`config.mk`:
```
export PLATFORM = sky130hd
export DESIGN_NAME = uart_echo_tester
export DESIGN_NICKNAME = d
export VERILOG_FILES = /design/src/rtl/uart_echo_tester.sv
export SDC_FILE = /design/constraint.sdc
export NUM_CORES = 1
export LEC_CHECK = 0
export CAP_MARGIN = 0
export CORE_ASPECT_RATIO = 0.75
export CORE_MARGIN = 2
export CORE_UTILIZATION = 45
export DETAILED_ROUTE_END_ITERATION = 6
export DONT_BUFFER_PORTS = 1
export PLACE_DENSITY = 0.68
export SYNTH_ARGS = -nofsm -noshare
export SYNTH_HDL_FRONTEND = slang
export SYNTH_SLANG_ARGS = --single-unit
```
`constraint.sdc`:
```
create_clock -name Clock -period 6.1 [get_ports Clock]
set_clock_uncertainty 0.2 [all_clocks]
set_input_delay 1.83 -clock Clock [delete_from_list [all_inputs] [get_ports Clock]]
set_output_delay 1.83 -clock Clock [all_outputs]
set_load 0.005 [all_outputs]
```
`src/rtl/uart_echo_tester.sv`:
```
// Echo-path traffic generator: drives a byte pattern into the UART transmitter,
// matches echoed bytes against an expected-byte FIFO and reports run statistics.
module uart_echo_tester #(
    parameter int unsigned NumBytes       = 16,
    parameter int unsigned MaxOutstanding = 4,
    parameter int unsigned TimeoutCycles  = 1_000_000,
    parameter logic [7:0]  Seed           = 8'h7A
) (
    input  logic        Clock,
    input  logic        Reset,
    input  logic        Start,
    input  logic [1:0]  Mode,
    output logic [7:0]  DataIn,
    output logic        DataInValid,
    input  logic        DataInReady,
    input  logic [7:0]  DataOut,
    input  logic        DataOutValid,
    output logic        DataOutReady,
    output logic        Busy,
    output logic        Done,
    output logic        Pass,
    output logic        TimedOut,
    output logic [15:0] SentCount,
    output logic [15:0] RecvCount,
    output logic [15:0] ErrorCount,
    output logic [7:0]  FirstErrExpected,
    output logic [7:0]  FirstErrGot
);

    localparam int unsigned AddrW  = $clog2(MaxOutstanding);
    localparam int unsigned CntW   = AddrW + 1;
    localparam int unsigned TimerW = (TimeoutCycles > 2) ? $clog2(TimeoutCycles) : 1;

    typedef enum logic [1:0] {
        StIdle,
        StRun,
        StDone
    } StateT;

    StateT             state;
    logic [7:0]        pattern;
    logic [1:0]        modeQ;
    logic [7:0]        fifoMem [MaxOutstanding];
    logic [AddrW-1:0]  wrPtr;
    logic [AddrW-1:0]  rdPtr;
    logic [CntW-1:0]   count;
    logic [TimerW-1:0] timer;
    logic [TimerW-1:0] timerNext;
    logic [15:0]       recvNext;

    logic fifoFull;
    logic fifoEmpty;
    logic txFire;
    logic rxFire;
    logic push;
    logic pop;
    logic headMiss;
    logic rxError;
    logic firstError;

    function automatic logic [15:0] satInc(input logic [15:0] v);
        return (v == 16'hFFFF) ? v : v + 16'd1;
    endfunction

    function automatic logic [7:0] nextPattern(input logic [7:0] p, input logic [1:0] m);
        case (m)
            2'd0:    return p;
            2'd2:    return (p >> 1) ^ (p[0] ? 8'hB8 : 8'h00);
            default: return p + 8'd1;
        endcase
    endfunction

    // Status decode from registered state; the transmit gate only sees the registered full flag
    assign fifoFull     = (count == CntW'(MaxOutstanding));
    assign fifoEmpty    = (count == '0);
    assign DataInValid  = (state == StRun) && (SentCount < 16'(NumBytes)) && !fifoFull;
    assign DataIn       = DataInValid ? pattern : 8'h00;
    assign DataOutReady = 1'b1;
    assign Busy         = (state == StRun);
    assign Done         = (state == StDone);
    assign Pass         = Done && (ErrorCount == 16'h0000) && !TimedOut;

    assign txFire     = DataInValid && DataInReady;
    assign rxFire     = (state == StRun) && DataOutValid && DataOutReady;
    assign push       = txFire;
    assign pop        = rxFire && !fifoEmpty;
    assign headMiss   = (fifoMem[rdPtr] != DataOut);
    assign rxError    = rxFire && (fifoEmpty || headMiss);
    assign firstError = rxError && (ErrorCount == 16'h0000);
    assign recvNext   = satInc(RecvCount);
    assign timerNext  = timer + TimerW'(1);

    always_ff @(posedge Clock) begin
        if (push) begin
            fifoMem[wrPtr] <= pattern;
        end
    end

    always_ff @(posedge Clock) begin
        if (Reset) begin
            state            <= StIdle;
            pattern          <= Seed;
            modeQ            <= 2'd0;
            wrPtr            <= '0;
            rdPtr            <= '0;
            count            <= '0;
            timer            <= '0;
            SentCount        <= 16'h0000;
            RecvCount        <= 16'h0000;
            ErrorCount       <= 16'h0000;
            FirstErrExpected <= 8'h00;
            FirstErrGot      <= 8'h00;
            TimedOut         <= 1'b0;
        end else begin
            case (state)
                StRun: begin
                    if (push) begin
                        wrPtr     <= wrPtr + AddrW'(1);
                        SentCount <= satInc(SentCount);
                        pattern   <= nextPattern(pattern, modeQ);
                    end
                    if (pop) begin
                        rdPtr <= rdPtr + AddrW'(1);
                    end
                    if (push && !pop) begin
                        count <= count + CntW'(1);
                    end else if (!push && pop) begin
                        count <= count - CntW'(1);
                    end
                    if (rxFire) begin
                        RecvCount <= recvNext;
                    end
                    if (rxError) begin
                        ErrorCount <= satInc(ErrorCount);
                    end
                    if (firstError) begin
                        FirstErrExpected <= fifoEmpty ? 8'h00 : fifoMem[rdPtr];
                        FirstErrGot      <= DataOut;
                    end
                    if (txFire || rxFire) begin
                        timer <= '0;
                    end else begin
                        timer <= timerNext;
                    end
                    // Completion takes priority over a coincident timeout
                    if (rxFire && (recvNext == 16'(NumBytes))) begin
                        state <= StDone;
                    end else if (!txFire && !rxFire && (timerNext == TimerW'(TimeoutCycles - 1))) begin
                        TimedOut <= 1'b1;
                        state    <= StDone;
                    end
                end
                default: begin
                    if (Start) begin
                        state            <= StRun;
                        pattern          <= ((Mode == 2'd2) && (Seed == 8'h00)) ? 8'h01 : Seed;
                        modeQ            <= Mode;
                        wrPtr            <= '0;
                        rdPtr            <= '0;
                        count            <= '0;
                        timer            <= '0;
                        SentCount        <= 16'h0000;
                        RecvCount        <= 16'h0000;
                        ErrorCount       <= 16'h0000;
                        FirstErrExpected <= 8'h00;
                        FirstErrGot      <= 8'h00;
                        TimedOut         <= 1'b0;
                    end
                end
            endcase
        end
    end

endmodule

```
# Yosys cells after proc, flatten, opt, wreduce, memory -nomap -nowiden

Memories as Yosys holds them, arrays and structs flattened. A register that Yosys moved wholly into a read port is not among the register bits.
Cells that the tools add are included.

Bits in latches: 0
Word-level logic and storage cells: 131
Memories: 1
Register bits after elaboration: 104
Memory bits (writable): 32
Output and inout port bits: 78
Memory bits (read-only): 0
Bits of input ports: 15

Bitwise gates (word level): 2
Add/sub/neg operators: 9
Muxes and demuxes: 46
Eq/ne operators: 22
Reductions and logical operators: 37
Multipliers: 0
Div/mod/pow operators: 0
$lt $le $gt $ge: 1
Shift-type cells: 0

Memory list:

| memory  | words | bits a word | rd ports | clocked after Yosys merged registers in | wr ports | line | source |
|---|---|---|---|---|---|---|---|
| fifoMem | 4     | 8           | 1        | 1                                       | 1        | 43   | `logic [7:0] fifoMem [MaxOutstanding];` |

Operator list:

| operator                | number |
|---|---|
| $mux W16                | 10 |
| $mux W8                 | 11 |
| $mux W20                | 3 |
| $add A16 B1 Y16 const B | 3 |
| $eq A16 B16 Y1 const B  | 3 |
| $mux W2                 | 11 |
| $add A20 B1 Y20 const B | 1 |
| $eq A20 B20 Y1 const B  | 1 |
| $eq A16 B5 Y1 const B   | 1 |
| $logic_not A16 Y1       | 1 |
| $lt A16 B5 Y1 const B   | 1 |
| $pmux W8 S2             | 1 |
| $logic_and A1 B1 Y1     | 14 |
| $reduce_and A2 Y1       | 7 |
| $mux W3                 | 4 |
| $ne A2 B1 Y1 const B    | 6 |
| $reduce_and A3 Y1       | 4 |
| $add A8 B1 Y8 const B   | 1 |
| $ne A2 B2 Y1 const B    | 4 |
| $ne A8 B8 Y1            | 1 |
| $xor A7 B8 Y8           | 1 |
| $logic_not A1 Y1        | 6 |
| $mux W1                 | 6 |
| $ne A3 B1 Y1 const B    | 2 |
| other kinds (11)        | 14 |

# Depth between registers and ports, before layout

Gate-level depths: netlist (run 1).

Depth after elaboration: 10
Depth in mapped cells: 11
Gate-level depth less buffers: 10

# Worst setup path before layout (run 1)

No wires, ideal clock.

Path kind: input port to flip-flop
Start: input DataOutValid
End: register state[0]
Stages: 7
Arrival time: 3,308 ps
Buffers on the path: 1
Setup slack: 2,476 ps
Path through: and2_1 > buf_2 > nor4_2 > nand4_1 > a211o_1 > or4_4 > and3_1

Longest elaborated chain between the ends: 6
Elaborated cells on any way between the ends: 9
Those cells by class: 1 x eq/ne; 2 x mux; 6 x reduce/logical

RTL lines:

| item                               | line | source |
|---|---|---|
| start: declaration                 | 17   | `input logic DataOutValid,` |
| $logic_and A1 B1 Y1 *              | 84   | `assign rxFire = (state == StRun) && DataOutValid && DataOutReady;` |
| $logic_not A1 Y1                   | 148  | `end else if (!txFire && !rxFire && (timerNext == TimerW'(TimeoutCycles - 1))) begin` |
| $logic_and A1 B1 Y1 (2 in a row)   | 148  |  |
| $ne A3 B1 Y1 (no source line)      | n/a  |  |
| $reduce_and A2 Y1 (no source line) | n/a  |  |
| end signal: assignment             | 147  | `state <= StDone;` |
| end signal: assignment             | 150  | `state <= StDone;` |
| end signal: assignment             | 155  | `state <= StRun;` |
| end: declaration                   | 40   | `StateT state;` |

Mark *: on every way between the ends. The rest lies on a longest branch, timed or not.
A chain may end at the register's enable or synchronous reset.

# Final worst setup path (run 1)

Start: register SentCount[4]
End: output DataIn[3]

Longest elaborated chain between the ends: 4

RTL lines:

| item                             | line | source |
|---|---|---|
| start: declaration               | 23   | `output logic [15:0] SentCount,` |
| start signal: assignment         | 119  | `SentCount <= satInc(SentCount);` |
| $lt A16 B5 Y1                    | 76   | `assign DataInValid = (state == StRun) && (SentCount < 16'(NumBytes)) && !fifoFull;` |
| $logic_and A1 B1 Y1 (2 in a row) | 76   |  |
| $mux W8                          | 77   | `assign DataIn = DataInValid ? pattern : 8'h00;` |
| end: declaration                 | 13   | `output logic [7:0] DataIn,` |

No other way between the ends.

==> results.json, run 1 <==
{
  "rsz0062_at_grt": "no",
  "cp_slowest_stage_delay_ps": 530,
  "syn_area_per_cell_um2": 8.98,
  "clk_latency_ps": 420,
  "design.core.area_um2": 15200,
  "grt_max_degree": 73,
  "end_kind": "output pin",
  "critical-path-slowest-cell": "or4_4",
  "ys_seq_area_share_pct": 44.0,
  "post-route-drc-count": 0,
  "regToRegSetupSlack_ps": 2570,
  "timing.rr.start": "SentCount[4]",
  "clk_pin_slew_ps": 60,
  "syn_inst": 781,
  "power.density_nw_per_um2": 277,
  "cts_tree": "built",
  "synthMostInstantiatedCell": "dfxtp_1",
  "initial_core_util_pct": 46.1,
  "antenna_found_initial": 0,
  "num_antenna_cells": 0,
  "top_level_ports": 93,
  "die_area_um2": 16600,
  "htreeDepth": 4,
  "setup.worst_path.start_class": "register",
  "syn_area_um2": 7010,
  "wire_per_inst_um": 17.8,
  "synth_cell_types": 78,
  "totalWireLength_um": 17300,
  "dp_hpwl_um": 12100,
  "hp-start": "FirstErrGot[5]",
  "die_h_um": 112,
  "drv_slew": 0,
  "min_path_type": "reg2reg",
  "r2r_end": "timer[14]",
  "path_max_fanout": 11,
  "clkSinkCount": 138,
  "ys_top_cells_by_count": "dfxtp_1 (106), nor2_1 (89), a21oi_1 (66)",
  "maxSlewHeadroom_pct": 21.6,
  "timing.fmax_mhz": 239,
  "ir_drop_mv": 0.166,
  "critical_path.endpoint": "DataIn[3]",
  "syn_nets": 808,
  "maxCapViolCount": 0,
  "synth_area_leaders": "dfxtp_1 (30%), edfxtp_1 (14%), nor2_1 (4.8%)",
  "p_leak_uw": 0.00250,
  "place_area_um2": 7060,
  "fin_area_um2": 7660,
  "synth_largest_area_cell": "dfxtp_1",
  "cp_top_family": "simple AND/OR/NAND/NOR gates",
  "final-setup-viol-count": 0,
  "die_w_um": 148,
  "cp.depth": 4,
  "cp_data_arrival_time_ps": 2150,
  "syn2layout_area_growth_pct": 9.22,
  "track_usage_pct": 21.0,
  "synth_edf_count": 32,
  "ys_warn_count": 0,
  "ys_ff_latch": 138,
  "dr.pass1.iters": 5,
  "via_count": 5848,
  "worstSetupPathType": "reg2out",
  "ys.flop_type": "dfxtp_1",
  "whs_path_depth": 2,
  "ant_nets": 0,
  "hold_buffers": 0,
  "crit_required_ps": 4070,
  "fin_crit_ps": 4180,
  "cp_num_buf_inv": 1,
  "ff2ff_path_depth": 8,
  "drt_iter0_markers": 585,
  "cts_resized": 0,
  "io_buffers": 0,
  "tightest_slew_ps": 1180,
  "cts_setup_buffers": 0,
  "grt_pass1_wl_um": 27900,
  "layout.nets": 782,
  "fin_crit_sh_pct": 68.5,
  "final_core_util_pct": 50.3,
  "fp-row-count": 39,
  "run_status": "completed",
  "critPathLaunch": "SentCount[4]",
  "routed_via_density": 6.02,
  "cts_root_buf": "clkbuf_16",
  "grt_pass1_vias": 5405,
  "numCtsBuffers": 17,
  "async_flop_share_pct": 0,
  "finalHoldViolCount": 0,
  "drive_gt1_share_pct": 9.00,
  "worstPathCellList": "or4_4 > a2111oi_2 > buf_4 > and3_1",
  "fin_tns_setup_ps": 0,
  "grt-ovfl-total": 0,
  "gp_congestion": 0.890,
  "clk_path_buf_depth": 2,
  "netlist.area_leader.share_pct": 30.3
}
==> layout make-up <==
| class | instances | area [um^2] |
|---|---|---|
| clock inverters | 8 | 118 |
| clock buffers | 23 | 482 |
| multi-input cells | 572 | 3610 |
| fillers | 1408 | 7560 |
| inverters | 23 | 86.3 |
| flip-flops and latches | 138 | 3080 |
| well taps | 205 | 256 |
| repair buffers | 3 | 22.5 |
==> how the worst min path moves through the flow <==
stage	end	slack (ps)
floorplan	TimedOut	260
global placement	FirstErrExpected[5]	270
detailed placement	FirstErrGot[5]	270
CTS	FirstErrGot[5]	280
global route	FirstErrGot[4]	300
finish	FirstErrGot[5]	280
==> cell usage in the layout (no fill, tap or decap), drive strengths merged, types with 3 or more instances in the layout <==
master,synthesis,final
a41o,4,4
bufinv,0,3
ha,11,11
a311oi,14,14
a2111oi,4,4
nor2b,4,4
clkbuf,29,23
nor3,23,23
or4,6,6
nor4,10,10
nand2,62,62
edfxtp,32,32
a31o,4,4
nand3b,4,4
a211oi,4,4
nand4,16,16
xnor2,28,28
nand2b,7,7
and4,5,5
or2,6,6
a22oi,4,4
o21ai,27,27
nor2,89,89
inv,23,23
mux4,8,8
buf,19,3
dfxtp,106,106
and3,22,22
o22ai,3,3
nor3b,4,4
nand3,52,52
a31oi,18,18
a21o,4,4
and2,15,15
clkinv,0,4
mux2i,5,5
a21oi,67,67
or3,7,7
xor2,8,8
o21bai,4,4
==> per-layer routing <==
layer	vias to the layer above	global-route usage [%]	share of wire, %	wire, um
met5	-	0	0	0
met4	0	7.17	1.6	284
met1	2810	28.9	46	7910
li1	2800	-	-	-
met3	29	6.75	8.4	1450
met2	209	31.5	44	7670
==> kinds of logic (layout without fill, tap and decap cells) <==
group,count (synthesis),in the layout,share of synthesized area [%]
AO/OA/AOI/OAI,173,173,16.3
other,1,1,0.0535
XOR/XNOR,36,36,4.50
buffers and inverters,71,57,4.69
adder cells (fa/ha/maj),12,12,2.25
multiplexers,13,13,3.28
flip-flops,138,138,44.0
AND/OR/NAND/NOR,337,337,24.9
==> sequential cells by signal (all words and copies together), names as in the netlist, named ones only <==
register / flops
ErrorCount: 16
FirstErrExpected: 8
FirstErrGot: 8
RecvCount: 16
SentCount: 16
TimedOut: 1
count: 3
fifoMem: 32
modeQ: 2
pattern: 8
rdPtr: 2
state: 2
timer: 20
wrPtr: 2
==> per-stage QoR <==
stage                     power [uW]  hold WS [ps]  setup WS [ps]  instances
after global placement          1090           268           2070        941
after global routing            2190           300           1810        972
final                           2120           276           1920        972
after floorplan                 1070           255           2480        781
after detailed placement        1090           272           1990        941
after CTS                       2130           279           1900        972
==> worst register-to-register path, delay by kind of cell (launching register included) <==
family                 cells  cell delay [ps]
buffers and inverters      1              250
flip-flops                 1              370
AND/OR/NAND/NOR            4             1940
AO/OA/AOI/OAI              3              620
==> where the power goes <==
part	switching [uW]	total, uW	internal (uW)
Clock	373	1050	674
Sequential	13.2	956	943
Combinational	79.2	115	36.1
Total	466	2120	1650
Power figures use the tool's default switching activity.
==> inputs of run 2 (changes only) <==
--- a/config.mk
+++ b/config.mk
@@ -11,7 +11,7 @@
 export CORE_UTILIZATION = 45
 export DETAILED_ROUTE_END_ITERATION = 6
 export DONT_BUFFER_PORTS = 1
-export PLACE_DENSITY = 0.68
+export PLACE_DENSITY = 0.7
 export SYNTH_ARGS = -nofsm -noshare
 export SYNTH_HDL_FRONTEND = slang
 export SYNTH_SLANG_ARGS = --single-unit
==> constraint.sdc (replaced) <==
create_clock -name Clock -period 3.4 [get_ports Clock]
set_clock_uncertainty 0.2 [all_clocks]
set_input_delay 1.02 -clock Clock [delete_from_list [all_inputs] [get_ports Clock]]
set_output_delay 1.02 -clock Clock [all_outputs]
set_load 0.005 [all_outputs]
==> run 2 against run 1 <==
  * The run now ends with design-rule violations left
  * Final area increased by 0.85%
  * Register-to-register slack got worse by 2200 ps
  * Sequential share of layout area shrank 0.34 points
  * Combinational power up 92%
  * First-iteration DRC count increased by 19%
  * Sequential power rose by 79%
  * Core utilization up 0.43 points
  * Via count is 0.21% higher
  * Hold slack better by 10 ps
  * Largest power group unchanged
==> results.json, run 2 (same netlist as run 1, synthesis figures left out) <==
{
  "dr.pass1.iters": 7,
  "drt_iter0_markers": 696,
  "worstPathCellList": "or4_4 > a2111oi_2 > buf_4 > and3_1",
  "hold_slack_ps": 286,
  "min_path_type": "reg2reg",
  "place_area_um2": 7160,
  "die_h_um": 112,
  "hp-start": "FirstErrGot[4]",
  "final-setup-viol-count": 0,
  "hold_path_end": "FirstErrGot[4]",
  "htreeDepth": 4,
  "fp-row-count": 39,
  "gp_congestion": 0.892,
  "wire_per_inst_um": 17.7,
  "path_max_fanout": 11,
  "fin_crit_sh_pct": 98.1,
  "post-place-ws_ps": 405,
  "rsz0062_at_grt": "yes",
  "initial_core_util_pct": 46.1,
  "track_usage_pct": 21.3,
  "timing.fmax_mhz": 300,
  "critical-path-slowest-cell": "or4_4",
  "top_level_ports": 93,
  "regToRegSetupSlack_ps": 350,
  "top_register": "fifoMem",
  "whs_path_depth": 2,
  "fin_crit_ps": 3340,
  "reg_top3": "fifoMem: 32 flops, timer: 20 flops",
  "io_buffers": 0,
  "design.core.area_um2": 15200,
  "ff2ff_path_depth": 8,
  "tightest_slew_ps": 1000,
  "worst_slack_ps": 64.6,
  "p_leak_uw": 0.00255,
  "run_status": "finished, violations left",
  "clkSinkCount": 138,
  "drive_gt1_share_pct": 11.0,
  "final_cell_mix": "dfxtp_1 (106), nor2_1 (89), a21oi_1 (66)",
  "grt_pass1_vias": 5284,
  "r2r_end": "state[0]",
  "syn2layout_area_growth_pct": 10.2,
  "timing.rr.start": "RecvCount[1]",
  "power.density_nw_per_um2": 477,
  "finalPower_uw": 3680,
  "cts_tree": "built",
  "setup.worst_path.start_class": "register",
  "grt-ovfl-total": 0,
  "end_kind": "output pin",
  "via_count": 5860,
  "numCtsBuffers": 17,
  "hold_buffers": 0,
  "post-route-drc-count": 1,
  "worstSetupPathType": "reg2out",
  "cp_data_arrival_time_ps": 2120,
  "die_w_um": 148,
  "clk_path_buf_depth": 2,
  "crit_required_ps": 2180,
  "drv_slew": 0,
  "maxCapViolCount": 0,
  "antenna_found_initial": 0,
  "cts_root_buf": "clkbuf_16",
  "dp.cells": 955,
  "totalWireLength_um": 17500,
  "violations": "design-rule violations",
  "dp_hpwl_um": 11900,
  "largest_reg_flops": 32,
  "cp_slowest_stage_delay_ps": 550,
  "grt_max_degree": 73,
  "final_common_cell": "dfxtp_1",
  "stdcell_count": 988,
  "layout.nets": 797,
  "maxSlewHeadroom_pct": 32.9,
  "clk_pin_slew_ps": 60,
  "ant_nets": 0,
  "routed_via_density": 5.93,
  "grt_pass1_wl_um": 28200,
  "die_area_um2": 16600,
  "num_antenna_cells": 0,
  "fin_area_um2": 7720,
  "clk_latency_ps": 430,
  "ir_drop_mv": 0.229,
  "finalHoldViolCount": 0
}
==> run 2: where the power goes <==
part | total (uW) | internal [uW] | leakage (uW) | switching (uW)
clock network | 1750 | 1010 | 0.000271 | 743
logic | 221 | 75.5 | 0.00115 | 145
registers | 1710 | 1690 | 0.00114 | 22.2
==> run 2: metal layers <==
layer	track usage (%)	vias up	share of wire, %
met2	29.5	251	42
met4	6.92	0	1.7
met1	31.6	2753	47
met5	0	-	0
li1	-	2831	-
met3	6.38	25	8.9
==> run 2: cell type report <==
type	instances	area [um^2]
clock inverter	14	123
clock buffer	18	429
timing repair buffer	18	135
tap	205	256
fill	1371	7500
sequential	138	3080
inverter	23	86.3
multi-input combinational	572	3610
==> run 2: through the flow <==
stage	utilization, %	TNS (ps)
global placement	47.0	0
CTS	50.7	0
floorplan	-	0
global route	50.7	-16.9
finish	50.7	0
detailed placement	47.0	0
==> run 2: worst max-delay path by stage <==
stage | cells past startpoint | slack [ps] | from | to
after floorplan | 7 | 590 | DataOutValid | state[0]
after global placement | 8 | 460 | RecvCount[1] | state[0]
after detailed placement | 8 | 400 | RecvCount[0] | state[0]
final | 4 | 60 | SentCount[13] | DataIn[0]
after CTS | 4 | 30 | SentCount[13] | DataIn[0]
after global routing | 4 | -9 | SentCount[13] | DataIn[0]
==> run 2: what timing repair did <==
item | in CTS | in global routing
setup buffers | 0 | 1
gates resized for setup | 0 | 1
endpoints found under the setup margin | 0 | 5
==> run 2: worst max-delay path: cells and delay by family, from the launching register on <==
family                 cells  cell delay [ps]
AND/OR/NAND/NOR            2              760
AO/OA/AOI/OAI              1              350
flip-flops                 1              330
buffers and inverters      1              250
==> inputs of run 3 (changes only) <==
--- a/config.mk
+++ b/config.mk
@@ -11,7 +11,7 @@
 export CORE_UTILIZATION = 45
 export DETAILED_ROUTE_END_ITERATION = 6
 export DONT_BUFFER_PORTS = 1
-export PLACE_DENSITY = 0.7
+export PLACE_DENSITY = 0.68
 export SYNTH_ARGS = -nofsm -noshare
 export SYNTH_HDL_FRONTEND = slang
 export SYNTH_SLANG_ARGS = --single-unit
==> constraint.sdc (replaced) <==
create_clock -name Clock -period 4.14 [get_ports Clock]
set_clock_uncertainty 0.2 [all_clocks]
set_input_delay 1.242 -clock Clock [delete_from_list [all_inputs] [get_ports Clock]]
set_output_delay 1.242 -clock Clock [all_outputs]
set_load 0.005 [all_outputs]
==> run 3 against run 2 <==
  * The run now ends clean
  * Largest cell class unchanged
  * Final cell count decreased by 0.81%
  * Die area unchanged
  * Via count increased by 2.4%
  * Critical endpoint is now DataIn[4]
==> results.json, run 3 (same netlist as run 1, synthesis figures left out) <==
{
  "critical-path-slowest-cell": "or4_4",
  "drive_gt1_share_pct": 9.94,
  "numCtsBuffers": 17,
  "finalHoldViolCount": 0,
  "htreeDepth": 4,
  "p_leak_uw": 0.00255,
  "post-route-drc-count": 0,
  "ant_nets": 0,
  "critPathLaunch": "SentCount[4]",
  "syn2layout_area_growth_pct": 10.7,
  "grt-ovfl-total": 0,
  "design.core.area_um2": 15200,
  "hold_slack_ps": 278,
  "power.internal_uw": 2520,
  "setup.worst_path.start_class": "register",
  "dr.pass1.iters": 5,
  "cts_setup_buffers": 0,
  "fin_area_um2": 7760,
  "die_w_um": 148,
  "multi_input_area_um2": 3610,
  "largest_reg_flops": 32,
  "cts_resized": 0,
  "power.share.switching_pct": 22.0,
  "routed_via_density": 6.12,
  "die_area_um2": 16600,
  "dp_hpwl_um": 12700,
  "hp-start": "FirstErrGot[0]",
  "layout.nets": 789,
  "pwr-share-seq_pct": 43.5,
  "grt_pass1_wl_um": 29000,
  "fin_crit_sh_pct": 85.9,
  "timing.fmax_mhz": 281,
  "cp_data_arrival_time_ps": 2110,
  "fp-row-count": 39,
  "initial_core_util_pct": 46.1,
  "top_level_ports": 93,
  "power.density_nw_per_um2": 417,
  "drv_slew": 0,
  "maxCapViolCount": 0,
  "run_status": "completed",
  "min_path_type": "reg2reg",
  "hold_buffers": 0,
  "rsz0062_at_grt": "no",
  "clkSinkCount": 138,
  "fin_crit_ps": 3560,
  "place_area_um2": 7110,
  "num_antenna_cells": 0,
  "p_sw_uw": 712,
  "cts_root_buf": "clkbuf_16",
  "gp_congestion": 0.873,
  "seq_area_um2": 3080,
  "dp.cells": 948,
  "top_register": "fifoMem",
  "combPwrFrac_pct": 5.5,
  "maxSlewHeadroom_pct": 45.6,
  "via_count": 5999,
  "clk_pin_slew_ps": 60,
  "pwr-share-clk_pct": 51.0,
  "cp_top_family": "simple AND/OR/NAND/NOR gates",
  "cp_num_buf_inv": 1,
  "totalWireLength_um": 18000,
  "reg_top3": "fifoMem: 32 flops, timer: 20 flops",
  "drt_iter0_markers": 594,
  "worstPathCellList": "or4_4 > a2111oi_2 > buf_4 > and3_1",
  "final_common_cell": "dfxtp_1",
  "die_h_um": 112,
  "ir_drop_mv": 0.252,
  "timing.rr.start": "state[1]",
  "track_usage_pct": 22.0,
  "cp_slowest_stage_delay_ps": 530,
  "io_buffers": 0,
  "final-setup-viol-count": 0,
  "clk_path_buf_depth": 2,
  "path_max_fanout": 11,
  "cts_tree": "built",
  "grt_max_degree": 73,
  "fin_tns_setup_ps": 0,
  "nFillCells": 1394,
  "worstSetupPathType": "reg2out",
  "antenna_found_initial": 0,
  "stdcell_count": 980,
  "clk_latency_ps": 420,
  "end_kind": "output pin",
  "wire_per_inst_um": 18.4,
  "crit_required_ps": 2700,
  "tightest_slew_ps": 812,
  "grt_pass1_vias": 5647,
  "final_cell_mix": "dfxtp_1 (106), nor2_1 (89), a21oi_1 (66)"
}
==> run 3: cell count changes in the layout (fill, tap and decap cells not counted), sizes merged <==
cell / before / now
buf: 18 / 10
clkbuf: 18 / 22
inv: 26 / 24
clkinv: 8 / 3
bufinv: 1 / 4
==> run 3: metrics by stage <==
stage	total power (uW)	setup WS, ps	util [%]
floorplan	1580	1100	-
global placement	1610	921	46.7
detailed placement	1610	810	46.7
CTS	3260	567	51.0
global route	3340	477	51.0
finish	3240	585	51.0
==> run 3: cell type report <==
type | instances | area share [%]
clock buffers | 22 | 6.26
repair buffers | 10 | 0.967
clock inverters | 10 | 2.10
multi-input cells | 572 | 46.5
inverters | 23 | 1.11
well taps | 205 | 3.30
flip-flops and latches | 138 | 39.7
==> run 3: worst paths after layout <==
path / slack (ps) / to / cells after the start
hold / removal: 280 / FirstErrGot[0] / 2
setup reg to reg: 930 / ErrorCount[15] / 7
setup / recovery: 580 / DataIn[4] / 4
hold reg to reg: 280 / FirstErrGot[0] / 2
==> run 3: power by group through the flow <==
stage / registers, uW / logic [uW] / clock network [uW]
global route: 1410 / 196 / 1740
detailed placement: 1440 / 175 / 0
finish: 1410 / 177 / 1650
CTS: 1410 / 176 / 1670
global placement: 1440 / 170 / 0
floorplan: 1430 / 146 / 0
==> run 3: tightest hold or removal path, cell delays in order (launching register included) <==
cell,delay [ps]
dfxtp_1,320
nand3_1,60
a21oi_1,50
==> run 3: metal layers <==
metal,wire [um],vias to the layer above,global-route usage (%)
met5,0,-,0
met3,1890,35,8.05
met4,316,0,7.37
li1,-,2815,-
met2,8050,288,33.1
met1,7770,2861,29.4
